## src/rtl/rv_bpu.sv

```systemverilog
// Tagged direct-mapped branch history table with 2-bit counters and stored targets.
// Optional gshare indexing, global history register and saturating perf counters.
module rv_bpu #(
  parameter int XLEN      = 64,
  parameter int BHT_DEPTH = 16,
  parameter int TAG_W     = 8,
  parameter int GHR_W     = 4,
  parameter int MODE      = 0,
  parameter int CNT_W     = 32,
  localparam int IDX_W    = $clog2(BHT_DEPTH)
) (
  input  logic             clk,
  input  logic             rstn,
  input  logic             clear_i,
  input  logic             if_valid_i,
  input  logic [XLEN-1:0]  if_pc_i,
  output logic             pred_taken_o,
  output logic [XLEN-1:0]  pred_target_o,
  output logic [IDX_W-1:0] pred_idx_o,
  output logic [GHR_W-1:0] pred_ghr_o,
  input  logic             upd_valid_i,
  input  logic [XLEN-1:0]  upd_pc_i,
  input  logic [IDX_W-1:0] upd_idx_i,
  input  logic [GHR_W-1:0] upd_ghr_i,
  input  logic             upd_taken_i,
  input  logic [XLEN-1:0]  upd_target_i,
  input  logic             upd_mispredict_i,
  output logic [CNT_W-1:0] cnt_branch_o,
  output logic [CNT_W-1:0] cnt_mispred_o
);

  // if_valid_i and upd_valid_i are single-cycle qualifiers: each asserted
  // cycle is one lookup or one update, and the unit never back-pressures.

  logic             ent_valid [BHT_DEPTH];
  logic [1:0]       ent_ctr   [BHT_DEPTH];
  logic [TAG_W-1:0] ent_tag   [BHT_DEPTH];
  logic [XLEN-1:0]  ent_tgt   [BHT_DEPTH];
  logic [GHR_W-1:0] ghr;

  logic [IDX_W-1:0] ghr_ext;
  logic [IDX_W-1:0] lk_idx;
  logic [TAG_W-1:0] lk_tag;
  logic             lk_hit;
  logic [TAG_W-1:0] upd_tag;
  logic             upd_hit;
  logic             unused_pc_bits;

  assign ghr_ext = IDX_W'(ghr);
  assign lk_idx  = (MODE == 1) ? (if_pc_i[IDX_W+1:2] ^ ghr_ext) : if_pc_i[IDX_W+1:2];
  assign lk_tag  = if_pc_i[IDX_W+TAG_W+1:IDX_W+2];
  assign lk_hit  = ent_valid[lk_idx] && (ent_tag[lk_idx] == lk_tag);

  assign pred_taken_o  = if_valid_i && lk_hit && ent_ctr[lk_idx][1];
  assign pred_target_o = pred_taken_o ? ent_tgt[lk_idx] : (if_pc_i + XLEN'(4));
  assign pred_idx_o    = lk_idx;
  assign pred_ghr_o    = ghr;

  assign upd_tag = upd_pc_i[IDX_W+TAG_W+1:IDX_W+2];
  assign upd_hit = ent_valid[upd_idx_i] && (ent_tag[upd_idx_i] == upd_tag);

  // Only the index/tag slices of the PCs matter; the rest is intentionally ignored.
  assign unused_pc_bits = ^{if_pc_i, upd_pc_i};

  always_ff @(posedge clk or negedge rstn) begin
    if (!rstn) begin
      for (int i = 0; i < BHT_DEPTH; i++) begin
        ent_valid[i] <= 1'b0;
        ent_ctr[i]   <= 2'b01;
        ent_tag[i]   <= '0;
        ent_tgt[i]   <= '0;
      end
      ghr           <= '0;
      cnt_branch_o  <= '0;
      cnt_mispred_o <= '0;
    end else if (clear_i) begin
      // Invalidate only: counters and targets keep their values.
      for (int i = 0; i < BHT_DEPTH; i++) begin
        ent_valid[i] <= 1'b0;
      end
      ghr <= '0;
    end else begin
      // Truncating cast of {ghr, bit} keeps the low GHR_W bits, covering GHR_W = 1.
      if (upd_valid_i && upd_mispredict_i) begin
        ghr <= GHR_W'({upd_ghr_i, upd_taken_i});
      end else if (if_valid_i && lk_hit) begin
        ghr <= GHR_W'({ghr, pred_taken_o});
      end

      if (upd_valid_i) begin
        if (upd_hit) begin
          if (upd_taken_i) begin
            if (ent_ctr[upd_idx_i] != 2'b11) begin
              ent_ctr[upd_idx_i] <= ent_ctr[upd_idx_i] + 2'b01;
            end
            ent_tgt[upd_idx_i] <= upd_target_i;
          end else if (ent_ctr[upd_idx_i] != 2'b00) begin
            ent_ctr[upd_idx_i] <= ent_ctr[upd_idx_i] - 2'b01;
          end
        end else if (upd_taken_i) begin
          ent_valid[upd_idx_i] <= 1'b1;
          ent_tag[upd_idx_i]   <= upd_tag;
          ent_tgt[upd_idx_i]   <= upd_target_i;
          ent_ctr[upd_idx_i]   <= 2'b10;
        end

        if (cnt_branch_o != {CNT_W{1'b1}}) begin
          cnt_branch_o <= cnt_branch_o + CNT_W'(1);
        end
        if (upd_mispredict_i && (cnt_mispred_o != {CNT_W{1'b1}})) begin
          cnt_mispred_o <= cnt_mispred_o + CNT_W'(1);
        end
      end
    end
  end

endmodule

```

## config.mk

```make
export PLATFORM = sky130hd
export DESIGN_NAME = rv_bpu
export DESIGN_NICKNAME = d
export VERILOG_FILES = /design/src/rtl/rv_bpu.sv
export SDC_FILE = /design/constraint.sdc
export NUM_CORES = 2
export LEC_CHECK = 0
export ABC_AREA = 0
export CAP_MARGIN = 40
export CORE_MARGIN = 2
export CORE_UTILIZATION = 40
export CTS_CLUSTER_SIZE = 30
export DETAILED_ROUTE_END_ITERATION = 7
export SLEW_MARGIN = 30
export SYNTH_ARGS = -nofsm -noshare
export SYNTH_HDL_FRONTEND = slang
export SYNTH_SLANG_ARGS = --single-unit
```

## constraint.sdc

```tcl
create_clock -name clk -period 6 [get_ports clk]
set_input_delay 0.9 -clock clk [delete_from_list [all_inputs] [get_ports clk]]
set_output_delay 0.9 -clock clk [all_outputs]
set_load 0.02 [all_outputs]
```

### Yosys cells after proc, flatten, opt, wreduce, memory -nomap -nowiden

Cells that the tools add are included.

* add/sub/neg operators: 5
* magnitude comparators: 3
* equality and inequality tests: 7
* muxes and demuxes: 46
* bitwise gates (word level): 8
* reduce and logical (&&, ||, !) cells: 19

Operator list (number)
* 1024-bit bitwise mux: 1
* 64-bit binary-select mux with 4-bit select: 1
* 64-bit demux with 4-bit select: 1
* 64-bit two-way mux: 4
* 32-bit two-way mux: 5
* 128-bit bitwise mux: 1
* 32-bit by 1-bit adder with 32-bit output, second input constant: 2
* 64-bit by 3-bit adder with 64-bit output, second input constant: 1
* 8-bit binary-select mux with 4-bit select: 2
* 32-bit bitwise mux: 2
* 16-bit two-way mux: 4
* 32-bit inequality test, second input constant: 2
* 8-bit two-way mux: 5
* 8-bit demux with 4-bit select: 1
* 16-bit bitwise OR: 2
* 16-bit bitwise AND: 1
* 2-bit binary-select mux with 4-bit select: 2
* 8-bit == test: 2
* 16-bit NOT: 1
* 4-bit two-way mux: 3
* 3-bit AND reduction: 4
* 5-bit >= comparator, second input constant: 2
* 2-bit two-way mux: 5
* 4-bit NOT with 5-bit output: 2
* 15 further kinds: 32

* register bits after elaboration: 1268
* input bits: 207
* output and inout port bits: 137
* logic and storage cells: 155

### Depth between registers and ports, before layout

* word-level depth: 11
* gate-level depth with buffers: 16
* gate-level depth less buffers: 10

### Worst setup path after synthesis

Ideal clock, no wire load.

* path type: input-to-output
* start: input if_pc_i[2]
* end: output pred_target_o[46]
* data arrival time: 3972 ps
* required time: 5100 ps
* setup slack: 1128 ps
* stages: 9
* path buffers: 6
* cell sequence: clkbuf_1 -> buf_2 -> buf_2 -> buf_2 -> buf_2 -> buf_2 -> mux4_2 -> mux4_2 -> mux2_1

* longest elaborated chain between the ends: 9
* elaborated cells between the ends (all ways): 19
* those cells by class: add/sub (1); eq/ne (1); mux (13); bitwise (1); reduce/logical (3)

Ends and longest elaborated chain
* from (decl): RTL line 16 `input logic [XLEN-1:0] if_pc_i,`
* 4-bit NOT with 5-bit output (implied by the code): RTL line 52, 54, 55
* 8-bit binary-select mux with 4-bit select: RTL line 52 `assign lk_hit = ent_valid[lk_idx] && (ent_tag[lk_idx] == lk_tag);`
* 8-bit two-way mux (implied by the code) (2 in series): RTL line 52
* 8-bit == test: RTL line 52
* 1-bit logical AND: RTL line 52
* 1-bit logical AND (2 in series): RTL line 54 `assign pred_taken_o = if_valid_i && lk_hit && ent_ctr[lk_idx][1];`
* 64-bit two-way mux *: RTL line 55 `assign pred_target_o = pred_taken_o ? ent_tgt[lk_idx] : (if_pc_i + XLEN'(4));`
* to (decl): RTL line 18 `output logic [XLEN-1:0] pred_target_o,`

Every way passes the cells marked *; elsewhere a longest branch is shown, timed or not. The select of a mux whose other input is x is not followed.

### Worst setup path after layout

* start: input if_pc_i[24]
* end: output pred_target_o[63]

* longest elaborated chain between the ends: 2

Ends and longest elaborated chain (RTL line)
* 64-bit by 3-bit adder with 64-bit output: 55
* 64-bit two-way mux: 55

Every way passes these cells.

==> qor.yml <==
status: "finished, final reports clean"
place_ws_ps: 277
synth_edf_count: 0
cp.arrival_ps: 4760
drt_wl_total_mm: 172
cts-root-buf: "clkbuf_16"
num_rows: 143
power.density_nw_per_um2: 310
finalHoldViolCount: 0
final_area_um2: 71200
finalCritPeriodShare_pct: 94.3
finalClockSkew_ps: 20.2
port_buffers: 286
netlist_area_um2: 60900
power_mw: 22.1
avgSynthCellArea_um2: 13.6
ir_worst_vdd_mv: 0.312
holdBufCountCts: 0
die_w_um: 394
path_cells: "clkdlybuf4s50_1 -> and4_1 -> nand4_1 -> or4_1 -> or3_1 -> nor2_1 -> nand2_1 -> buf_12 -> xnor2_1 -> mux2_2 -> clkdlybuf4s50_1"
critPathRequiredTime_ps: 5100
cts_made_buffers: 143
syn-num-nets: 4679
setup_viol: 0
fin_nets: 4880
antenna_found_initial: 18
synth_ff_type: "dfrtp_1"
first_global_vias: 40100
drc: 0
drive_above_1_share_pct: 37.2
worstMarginPinSlew_ps: 941
swShare_pct: 25.1
cp-end-kind: "output pin"
overflow: 0
slowest_stage: "or4_1"
dp_cells: 6543
die_h_um: 394
p_sw_mw: 5.54
maxCapViolations: 0
cts_resized: 0
post_drt_wl_per_cell_um: 25.2
min_path_type: "in2async"
p_leak_nw: 32.5
final_common_cell: "dfrtp_1"
ys_seq_elements: 1268
post-dp-hpwl_mm: 101
finalWorstSetupSlack_ps: 342
htree_num_levels: 4
internal_power_mw: 16.5
synth_cell_types: 66
coreArea_um2: 152000
crit_fanout: 4
gp_congestion: 0.829
drtPass1Iterations: 6
final_cells: 6812
cp_slowest_stage_delay_ps: 690
yosysSeqAreaShare_pct: 52.1
rsz0062_at_grt: "no"
relSlewSlack_pct: 37.2
fin_crit_ps: 5660
initial_core_util_pct: 40.2
drtIter0Drc: 2815
yosysWarnings: 0
insertion_delay_ps: 780
vias_per_cell: 5.61
cts.clk_slew.worst_paths_ps: 60
grt_pass1_wl_mm: 262
grt_usage_pct: 22.2
synthCells: 4467
crit_top_cell: "clkdlybuf4s50_1"
clockBufferDepth: 3
drtAntennaViolNets: 0
tns_ps: 0
final_cell_mix: "dfrtp_1 (1,252), mux2_2 (898), nand2_1 (860)"
die-area_um2: 155000
p_seq_share_pct: 46.4
grt_max_degree: 178
post_cts_buffers: 0
criticalPathCategory: "in2out"
postPlaceCellArea_um2: 66300
syn_to_final_growth_pct: 16.8
cts_num_sinks: 1268
clkPwrFrac_pct: 39.7
start_kind: "input port"
cts_tree: "built"
async_reset_ff_share_pct: 100
drv_slew: 0
vias: 38200
combPwrFrac_pct: 13.9
clock.fmax_ghz: 0.177
io_pins: 344
## cell usage after synthesis, drive strengths merged (10+ instances only)
library cell  count  area [µm²]
clkbuf          256         961
dfrtp          1252       31300
nor2             74         347
mux2i            37         370
a22o             13         114
and3             23         144
and4             15         131
nor4             10        83.8
nor3             34         221
nand4            40         250
a21o             19         143
buf              98         524
dfstp            16         420
o21ai            10        50.1
mux4            400        9010
and2             11        68.8
a32o             10         100
nand2           865        3250
xor2             44         385
a22oi            13        97.6
xnor2            98         858
inv              27         101
mux2            963       11000
nand3            44         220
a21oi            20         100
## layer usage
metal	share of wire (%)	wire length, µm	global-route usage, %
met4	2.3	3930	6.02
met3	4.6	7930	3.48
met5	0.071	122	0
met2	49	83400	36.6
met1	44	76300	30.6
## critical path: cells and delay by family
| family | cells | cell delay, ps |
|---|---|---|
| AND/OR/NAND/NOR | 6 | 2140 |
| buffers and inverters | 3 | 1260 |
| multiplexers | 1 | 330 |
| XOR/XNOR | 1 | 110 |
## state kept, by name, indices dropped and copies added, names as in the netlist
signal	count
ent_tgt	1024
ent_valid	16
ent_tag	128
cnt_mispred_o	32
pred_ghr_o	4
ent_ctr	32
cnt_branch_o	32
## cell families after synthesis
kind of cell	Yosys count	share of synthesized area (%)
muxes	1400	33.5
DFF	1268	52.1
and+or+nand+nor	1146	8.08
buffers and inverters	381	2.60
xor gates and xnor gates	142	2.04
AOI/OAI and AO/OA	125	1.59
adders and majority gates	5	0.103
## final timing paths
path                                               start                         to  slack [ps]  depth (start not counted)
min in group clk                ent_tgt[338]$_DFFE_PN0P_   ent_tgt[338]$_DFFE_PN0P_         470                          2
worst min-delay path                                rstn    ent_tag[70]$_DFFE_PN0P_         100                          1
worst min register to register  ent_tgt[338]$_DFFE_PN0P_   ent_tgt[338]$_DFFE_PN0P_         470                          2
worst max-delay path                         if_pc_i[24]          pred_target_o[63]         340                         11
worst max register to register  ent_tag[107]$_DFFE_PN0P_    ent_ctr[17]$_DFFE_PN0P_        2540                          8
max in group asynchronous                           rstn  ent_tgt[1011]$_DFFE_PN0P_        4350                          3
## power by group through the flow
stage | registers [mW] | clock network, mW | logic (mW)
floorplan | 10.2 | 0 | 2.11
global placement | 10.3 | 0 | 3.02
detailed placement | 10.4 | 0 | 3.09
CTS | 10.2 | 8.95 | 3.10
global route | 10.4 | 9.29 | 3.34
finish | 10.2 | 8.75 | 3.08
## area by class of cell
type                       instances  area [µm²]
tap                             2030        2540
inverter                          27         106
multi-input combinational       2818       27700
clock buffer                     211        4240
timing repair buffer             410        4360
fill                           13400       80300
sequential                      1268       31800
clock inverter                    45         450
antenna                            3        7.51
## stage by stage
stage               hold WS (ps)  utilization, %
global placement             452            43.7
finish                      99.9            47.0
CTS                          102            46.8
floorplan                    441               -
global route                 132            47.0
detailed placement           457            43.8
Note: power is estimated with default switching activity, not from simulation.
